===== config.mk =====
export PLATFORM = sky130hd
export DESIGN_NAME = cond_resolve_unit
export DESIGN_NICKNAME = d
export VERILOG_FILES = /design/src/rtl/cond_resolve_unit_pkg.sv /design/src/rtl/cond_resolve_unit_eval.sv /design/src/rtl/cond_resolve_unit.sv
export SDC_FILE = /design/constraint.sdc
export NUM_CORES = 1
export LEC_CHECK = 0
export CORE_ASPECT_RATIO = 0.7
export CORE_MARGIN = 3
export CORE_UTILIZATION = 30
export CTS_BUF_LIST = sky130_fd_sc_hd__clkbuf_8
export CTS_CLUSTER_SIZE = 20
export DETAILED_ROUTE_END_ITERATION = 6
export DONT_BUFFER_PORTS = 1
export SLEW_MARGIN = 20
export SYNTH_ARGS = -nofsm -noshare
export SYNTH_HDL_FRONTEND = slang
export SYNTH_SLANG_ARGS = --single-unit
export TNS_END_PERCENT = 10

===== constraint.sdc =====
create_clock -name CLK -period 5.95 [get_ports CLK]
set_input_delay 0.8925 -clock CLK [delete_from_list [all_inputs] [get_ports CLK]]
set_output_delay 0.8925 -clock CLK [all_outputs]
set_load 0.05 [all_outputs]

===== src/rtl/cond_resolve_unit_pkg.sv =====
// Shared condition-resolution types: flag record, condition codes, request kinds
// and the resolve FSM state encoding.
package cond_resolve_unit_pkg;

  localparam int COND_WIRENUM = 4;

  typedef struct packed {
    logic zf;
    logic cf;
    logic sf;
    logic of;
  } FLAGS_t;

  typedef enum logic [COND_WIRENUM-1:0] {
    COND_E      = 4'd0,
    COND_NE     = 4'd1,
    COND_A      = 4'd2,
    COND_B      = 4'd3,
    COND_AE     = 4'd4,
    COND_BE     = 4'd5,
    COND_G      = 4'd6,
    COND_L      = 4'd7,
    COND_GE     = 4'd8,
    COND_LE     = 4'd9,
    COND_S      = 4'd10,
    COND_NS     = 4'd11,
    COND_O      = 4'd12,
    COND_NO     = 4'd13,
    COND_ALWAYS = 4'd14
  } cond_e;

  typedef enum logic [1:0] {
    ST_IDLE = 2'd0,
    ST_WAIT = 2'd1,
    ST_RESP = 2'd2
  } state_e;

  localparam logic [1:0] KIND_BRANCH = 2'b01;
  localparam logic [1:0] KIND_JUMP   = 2'b10;

  // Only a pure branch or a pure jump may report taken.
  function automatic logic kind_ok(input logic [1:0] kind);
    return (kind == KIND_BRANCH) || (kind == KIND_JUMP);
  endfunction

endpackage


===== src/rtl/cond_resolve_unit_eval.sv =====
// Combinational condition decode: flags plus condition code -> taken.
// Unknown codes resolve to not-taken.
module cond_eval
  import cond_resolve_unit_pkg::*;
(
  input  FLAGS_t                  flags,
  input  logic [COND_WIRENUM-1:0] cond,
  output logic                    taken
);

  logic lt;

  assign lt = flags.sf ^ flags.of;

  // NOTE: every always_comb output gets a default first so no path infers a latch.
  always_comb begin
    taken = 1'b0;
    case (cond)
      COND_E:      taken = flags.zf;
      COND_NE:     taken = ~flags.zf;
      COND_A:      taken = ~flags.cf & ~flags.zf;
      COND_B:      taken = flags.cf;
      COND_AE:     taken = ~flags.cf;
      COND_BE:     taken = flags.cf | flags.zf;
      COND_G:      taken = ~lt & ~flags.zf;
      COND_L:      taken = lt;
      COND_GE:     taken = ~lt;
      COND_LE:     taken = lt | flags.zf;
      COND_S:      taken = flags.sf;
      COND_NS:     taken = ~flags.sf;
      COND_O:      taken = flags.of;
      COND_NO:     taken = ~flags.of;
      COND_ALWAYS: taken = 1'b1;
      default:     taken = 1'b0;
    endcase
  end

endmodule


===== src/rtl/cond_resolve_unit.sv =====
// Resolves branch/jump conditions against per-field flag registers, waiting on
// pending flag producers with a writeback bypass and a saturating stall counter.
module cond_resolve_unit
  import cond_resolve_unit_pkg::*;
#(
  parameter int NUM_FIELDS = 4,
  parameter int IDX_W      = $clog2(NUM_FIELDS),
  parameter int STALL_W    = 16
) (
  input  logic                    CLK,
  input  logic                    rst_n,
  input  logic                    flush,
  input  logic                    alloc_valid,
  input  logic [IDX_W-1:0]        alloc_idx,
  input  logic                    fw_valid,
  input  logic [IDX_W-1:0]        fw_idx,
  input  FLAGS_t                  fw_flags,
  input  logic                    req_valid,
  output logic                    req_ready,
  input  logic [IDX_W-1:0]        req_idx,
  input  logic [COND_WIRENUM-1:0] req_cond,
  input  logic [1:0]              req_kind,
  output logic                    resp_valid,
  input  logic                    resp_ready,
  output logic                    resp_taken,
  output logic                    resp_jumpmux,
  output logic                    resp_branchmux,
  output logic [NUM_FIELDS-1:0]   pending,
  output logic [STALL_W-1:0]      stall_cycles
);

  FLAGS_t                  fields_q [NUM_FIELDS];
  logic [NUM_FIELDS-1:0]   pending_q, pending_d;
  state_e                  state_q, state_d;
  logic [IDX_W-1:0]        wait_idx_q;
  logic [COND_WIRENUM-1:0] wait_cond_q;
  logic [1:0]              wait_kind_q;
  logic                    taken_q;
  logic [1:0]              kind_q;
  logic [STALL_W-1:0]      stall_q;

  logic                    accept, load_resp, load_wait, stall_inc;
  FLAGS_t                  eval_flags;
  logic [COND_WIRENUM-1:0] eval_cond;
  logic [1:0]              eval_kind;
  logic                    eval_true;

  // rst_n gates ready so nothing is accepted while reset is held.
  assign req_ready = rst_n && (state_q == ST_IDLE) && !flush;
  assign accept    = req_valid && req_ready;

  cond_eval u_cond_eval (
    .flags (eval_flags),
    .cond  (eval_cond),
    .taken (eval_true)
  );

  always_comb begin
    state_d    = state_q;
    load_resp  = 1'b0;
    load_wait  = 1'b0;
    stall_inc  = 1'b0;
    eval_flags = fields_q[req_idx];
    eval_cond  = req_cond;
    eval_kind  = req_kind;
    case (state_q)
      ST_IDLE: begin
        if (accept) begin
          if (!pending_q[req_idx]) begin
            state_d   = ST_RESP;
            load_resp = 1'b1;
          end else if (fw_valid && (fw_idx == req_idx)) begin
            eval_flags = fw_flags;
            state_d    = ST_RESP;
            load_resp  = 1'b1;
          end else begin
            state_d   = ST_WAIT;
            load_wait = 1'b1;
          end
        end
      end
      ST_WAIT: begin
        eval_flags = fw_flags;
        eval_cond  = wait_cond_q;
        eval_kind  = wait_kind_q;
        if (fw_valid && (fw_idx == wait_idx_q)) begin
          state_d   = ST_RESP;
          load_resp = 1'b1;
        end else begin
          stall_inc = 1'b1;
        end
      end
      ST_RESP: begin
        if (resp_ready) state_d = ST_IDLE;
      end
      default: state_d = ST_IDLE;
    endcase
    if (flush) begin
      state_d   = ST_IDLE;
      load_resp = 1'b0;
      load_wait = 1'b0;
      stall_inc = 1'b0;
    end
  end

  // Allocation is applied after the writeback clear so a same-index alloc wins.
  always_comb begin
    pending_d = pending_q;
    if (fw_valid)    pending_d[fw_idx]    = 1'b0;
    if (alloc_valid) pending_d[alloc_idx] = 1'b1;
    if (flush)       pending_d            = '0;
  end

  // NOTE: sequential state uses non-blocking assignments so every register samples pre-edge values.
  always_ff @(posedge CLK or negedge rst_n) begin
    if (!rst_n) state_q <= ST_IDLE;
    else        state_q <= state_d;
  end

  // NOTE: the flag file is small and architecturally visible, so it is reset like any other register.
  always_ff @(posedge CLK or negedge rst_n) begin
    if (!rst_n) begin
      for (int i = 0; i < NUM_FIELDS; i++) fields_q[i] <= '0;
      pending_q <= '0;
    end else begin
      if (fw_valid) fields_q[fw_idx] <= fw_flags;
      pending_q <= pending_d;
    end
  end

  always_ff @(posedge CLK or negedge rst_n) begin
    if (!rst_n) begin
      wait_idx_q  <= '0;
      wait_cond_q <= '0;
      wait_kind_q <= '0;
      taken_q     <= 1'b0;
      kind_q      <= '0;
      stall_q     <= '0;
    end else begin
      if (load_wait) begin
        wait_idx_q  <= req_idx;
        wait_cond_q <= req_cond;
        wait_kind_q <= req_kind;
      end
      if (load_resp) begin
        taken_q <= eval_true & kind_ok(eval_kind);
        kind_q  <= eval_kind;
      end
      if (stall_inc && (stall_q != '1))
        stall_q <= stall_q + {{(STALL_W-1){1'b0}}, 1'b1};
    end
  end

  assign resp_valid     = (state_q == ST_RESP);
  assign resp_taken     = taken_q;
  assign resp_jumpmux   = taken_q & kind_q[1];
  assign resp_branchmux = taken_q & kind_q[0];
  assign pending        = pending_q;
  assign stall_cycles   = stall_q;

endmodule


==> impl_metrics.toml <==
[run_status]
outcome = "finished clean"

[route]
dr.pass1.iters = 5
viasPerCell = 5.01
wl_um = 5880
drtIter0Drc = 124
drc = 0
ant_nets = 0
avgRoutedWirePerCell_um = 16.3
vias = 1805

[finish]
multi_input_area_mm2 = 0.00138
layout.cells.non_filler = 360
layout.nets = 263
final_area_mm2 = 0.00291
layout_common_cells = "dfrtp_1 (49), nand2_1 (26), mux2_2 (22), nor2_1 (20), xnor2_1 (15)"
ff_latch_area_mm2 = 0.00123
utilization_pct = 34.1
nFillCells = 890
diodes = 0
final_common_cell = "dfrtp_1"
drive_gt1_share_pct = 17.5
area_growth_pct = 9.51

[power_and_ir_drop]
pwr-share-comb_pct = 16.2
p_sw_share_pct = 27.3
power.internal_w = 0.000611
p_sw_w = 0.000229
pwr-share-clk_pct = 34.0
seq_power_share_pct = 49.8
leakagePower_nw = 1.24
power_density_mw_per_mm2 = 289
irDropWorstVdd_mv = 0.156

[synth]
syn_avg_cell_area_um2 = 11.2
yosysUniqueCellTypes = 48
synthCells = 238
synth_area_mm2 = 0.00266
yosysSeqAreaShare_pct = 46.1
synth_fp_nets = 262
synth_edf_count = 0
ys_warn_count = 0
ys_ff_latch = 49
async_reset_ff_share_pct = 100
ys_dominant_reg_cell = "dfrtp_1"

[clock_network]
cts-root-buf = "clkbuf_8"
htreeDepth = 2
clk_latency_ps = 310
cts-resized-gates = 0
clkSinkCount = 49
hold_buffers = 0
clkTransAtPathRegs_ps = 100
cts_tree = "yes"
cts_buffer_depth = 2
cts_post_setup_buffers_inserted = 0
tritoncts.num_buffers = 5

[sta]
drv_slew = 0
fmax_mhz = 314
final-setup-viol-count = 0
period_needed_ps = 3190
slew-limit-headroom_pct = 36.9
hold_slack_ps = 261
worst-slew-pin-transition_ps = 945
hold_viol = 0
finalSetupTns_ps = 0
grt_setup_unrepaired = "false"
min_period_over_period_pct = 53.6
finalClockSkew_ps = 8.74

[placed_design]
gp_congestion = 0.756
placed_cell_area_mm2 = 0.00278
port_buffers = 0
place_hpwl_um = 4580
dp_cells = 352

[run]
max_cap_viol_count = 0

[floorplanning]
dieArea_mm2 = 0.0100
rows = 28
initial_core_util_pct = 31.1
core_area_mm2 = 0.00855
die_w_um = 119
io_pins = 48
die-height_um = 84.8

[grt]
grt_pass1_wl_um = 9800
antenna_found_initial = 0
grt_remaining_overflow = 0
grtUsageMet2_pct = 16.4
grt_max_degree = 51
gr-usage-met3_pct = 3.64
use_met1_pct = 18.6
track_usage_pct = 12.2
busiest_layer = "met1"
grt_pass1_vias = 1750

[worst_setup_path]
setup.worst_path.end_class = "flip-flop"
rr_endpoint = "resp_taken"
worstSetupPathType = "reg -> reg"
cp_data_arrival_time_ps = 3380
required_ps = 6140
rr_worst_depth = 8
cp-start-kind = "flip-flop"
cp-endpoint = "resp_taken"
cp_max_fo = 10
r2r_start = "state_q[1]"
r2r_slack_ps = 2760
setup.worst_path.start = "state_q[1]"

[hold_path]
min_path_type = "in -> async"
==> critical path: stages, from the launching register on <==
cell,delay (ps)
dfrtp_1,530
nor4b_4,800
and4_4,420
a21oi_2,80
nor2_4,170
mux2i_1,310
mux2_4,330
a2111oi_2,320
a31oi_1,110
==> area by class of cell <==
class,instances,share of cell area (%)
Multi-Input combinational cell,177,47.2
Sequential cell,49,42.1
Tap cell,120,5.16
Clock buffer,5,2.36
Clock inverter,3,2.23
Inverter,5,0.645
Timing Repair Buffer,1,0.258
==> state kept, by name, summed over array words and instances, names as in the netlist <==
register      count
wait_kind_q       2
kind_q            2
pending           4
resp_taken        1
fields_q         16
wait_idx_q        2
state_q           2
wait_cond_q       4
stall_cycles     16
==> synth_stat cells, types with 2 or more instances <==
library cell,count,area share (%)
a21oi_1,4,0.75
a31oi_1,3,0.71
a32oi_1,2,0.66
and2_1,3,0.71
and3_1,3,0.71
and4_1,2,0.66
buf_2,4,0.75
clkbuf_1,2,0.28
dfrtp_1,49,46
inv_1,5,0.71
mux2_2,22,9.3
mux2i_1,9,3.4
mux4_2,5,4.2
nand2_1,26,3.7
nand3_1,12,2.3
nand3b_1,2,0.56
nand4_1,4,0.94
nor2_1,20,2.8
nor3_1,4,0.75
nor3b_1,2,0.56
nor4_1,2,0.47
o21ai_0,5,0.94
o31ai_1,2,0.56
xnor2_1,15,4.9
xor2_1,8,2.6
==> layer usage <==
metal,routed length (µm),vias to the layer above
met5,0,-
met4,74,0
met3,367,7
met2,2400,46
met1,3040,892
li1,-,860
==> worst min path at each step <==
| stage | startpoint | end | cells past startpoint |
|---|---|---|---|
| CTS | rst_n | wait_idx_q[0] | 0 |
| finish | rst_n | state_q[1] | 0 |
| detailed placement | fields_q[11] | fields_q[11] | 2 |
| global route | rst_n | state_q[1] | 0 |
| floorplan | fields_q[7] | fields_q[7] | 2 |
| global placement | fields_q[7] | fields_q[7] | 2 |
==> power groups by stage <==
stage / registers [W] / logic (W) / clock network, W
2_1_floorplan: 0.000415 / 0.000124 / 0
3_3_place_gp: 0.000425 / 0.000134 / 0
3_5_place_dp: 0.000427 / 0.000137 / 0
4_1_cts: 0.000420 / 0.000138 / 0.000290
5_1_grt: 0.000426 / 0.000151 / 0.000304
6_report: 0.000419 / 0.000136 / 0.000286
==> metrics by stage <==
stage | worst slack, ps | power [W]
after floorplan | 2450 | 0.000539
after global placement | 2500 | 0.000559
after detailed placement | 2460 | 0.000564
after CTS | 2740 | 0.000848
after global routing | 2540 | 0.000881
final | 2760 | 0.000841
==> logic make-up after synthesis <==
logic type               after synthesis  synth area share [%]
XOR/XNOR                              24                  8.42
adder cells (fa/ha/maj)                1                 0.471
multiplexers                          38                  18.5
flip-flops                            49                  46.1
AO/OA/AOI/OAI                         26                  7.06
buffers and inverters                 12                  2.16
AND/OR/NAND/NOR                       88                  17.3
Note: power is estimated with default switching activity, not from simulation.
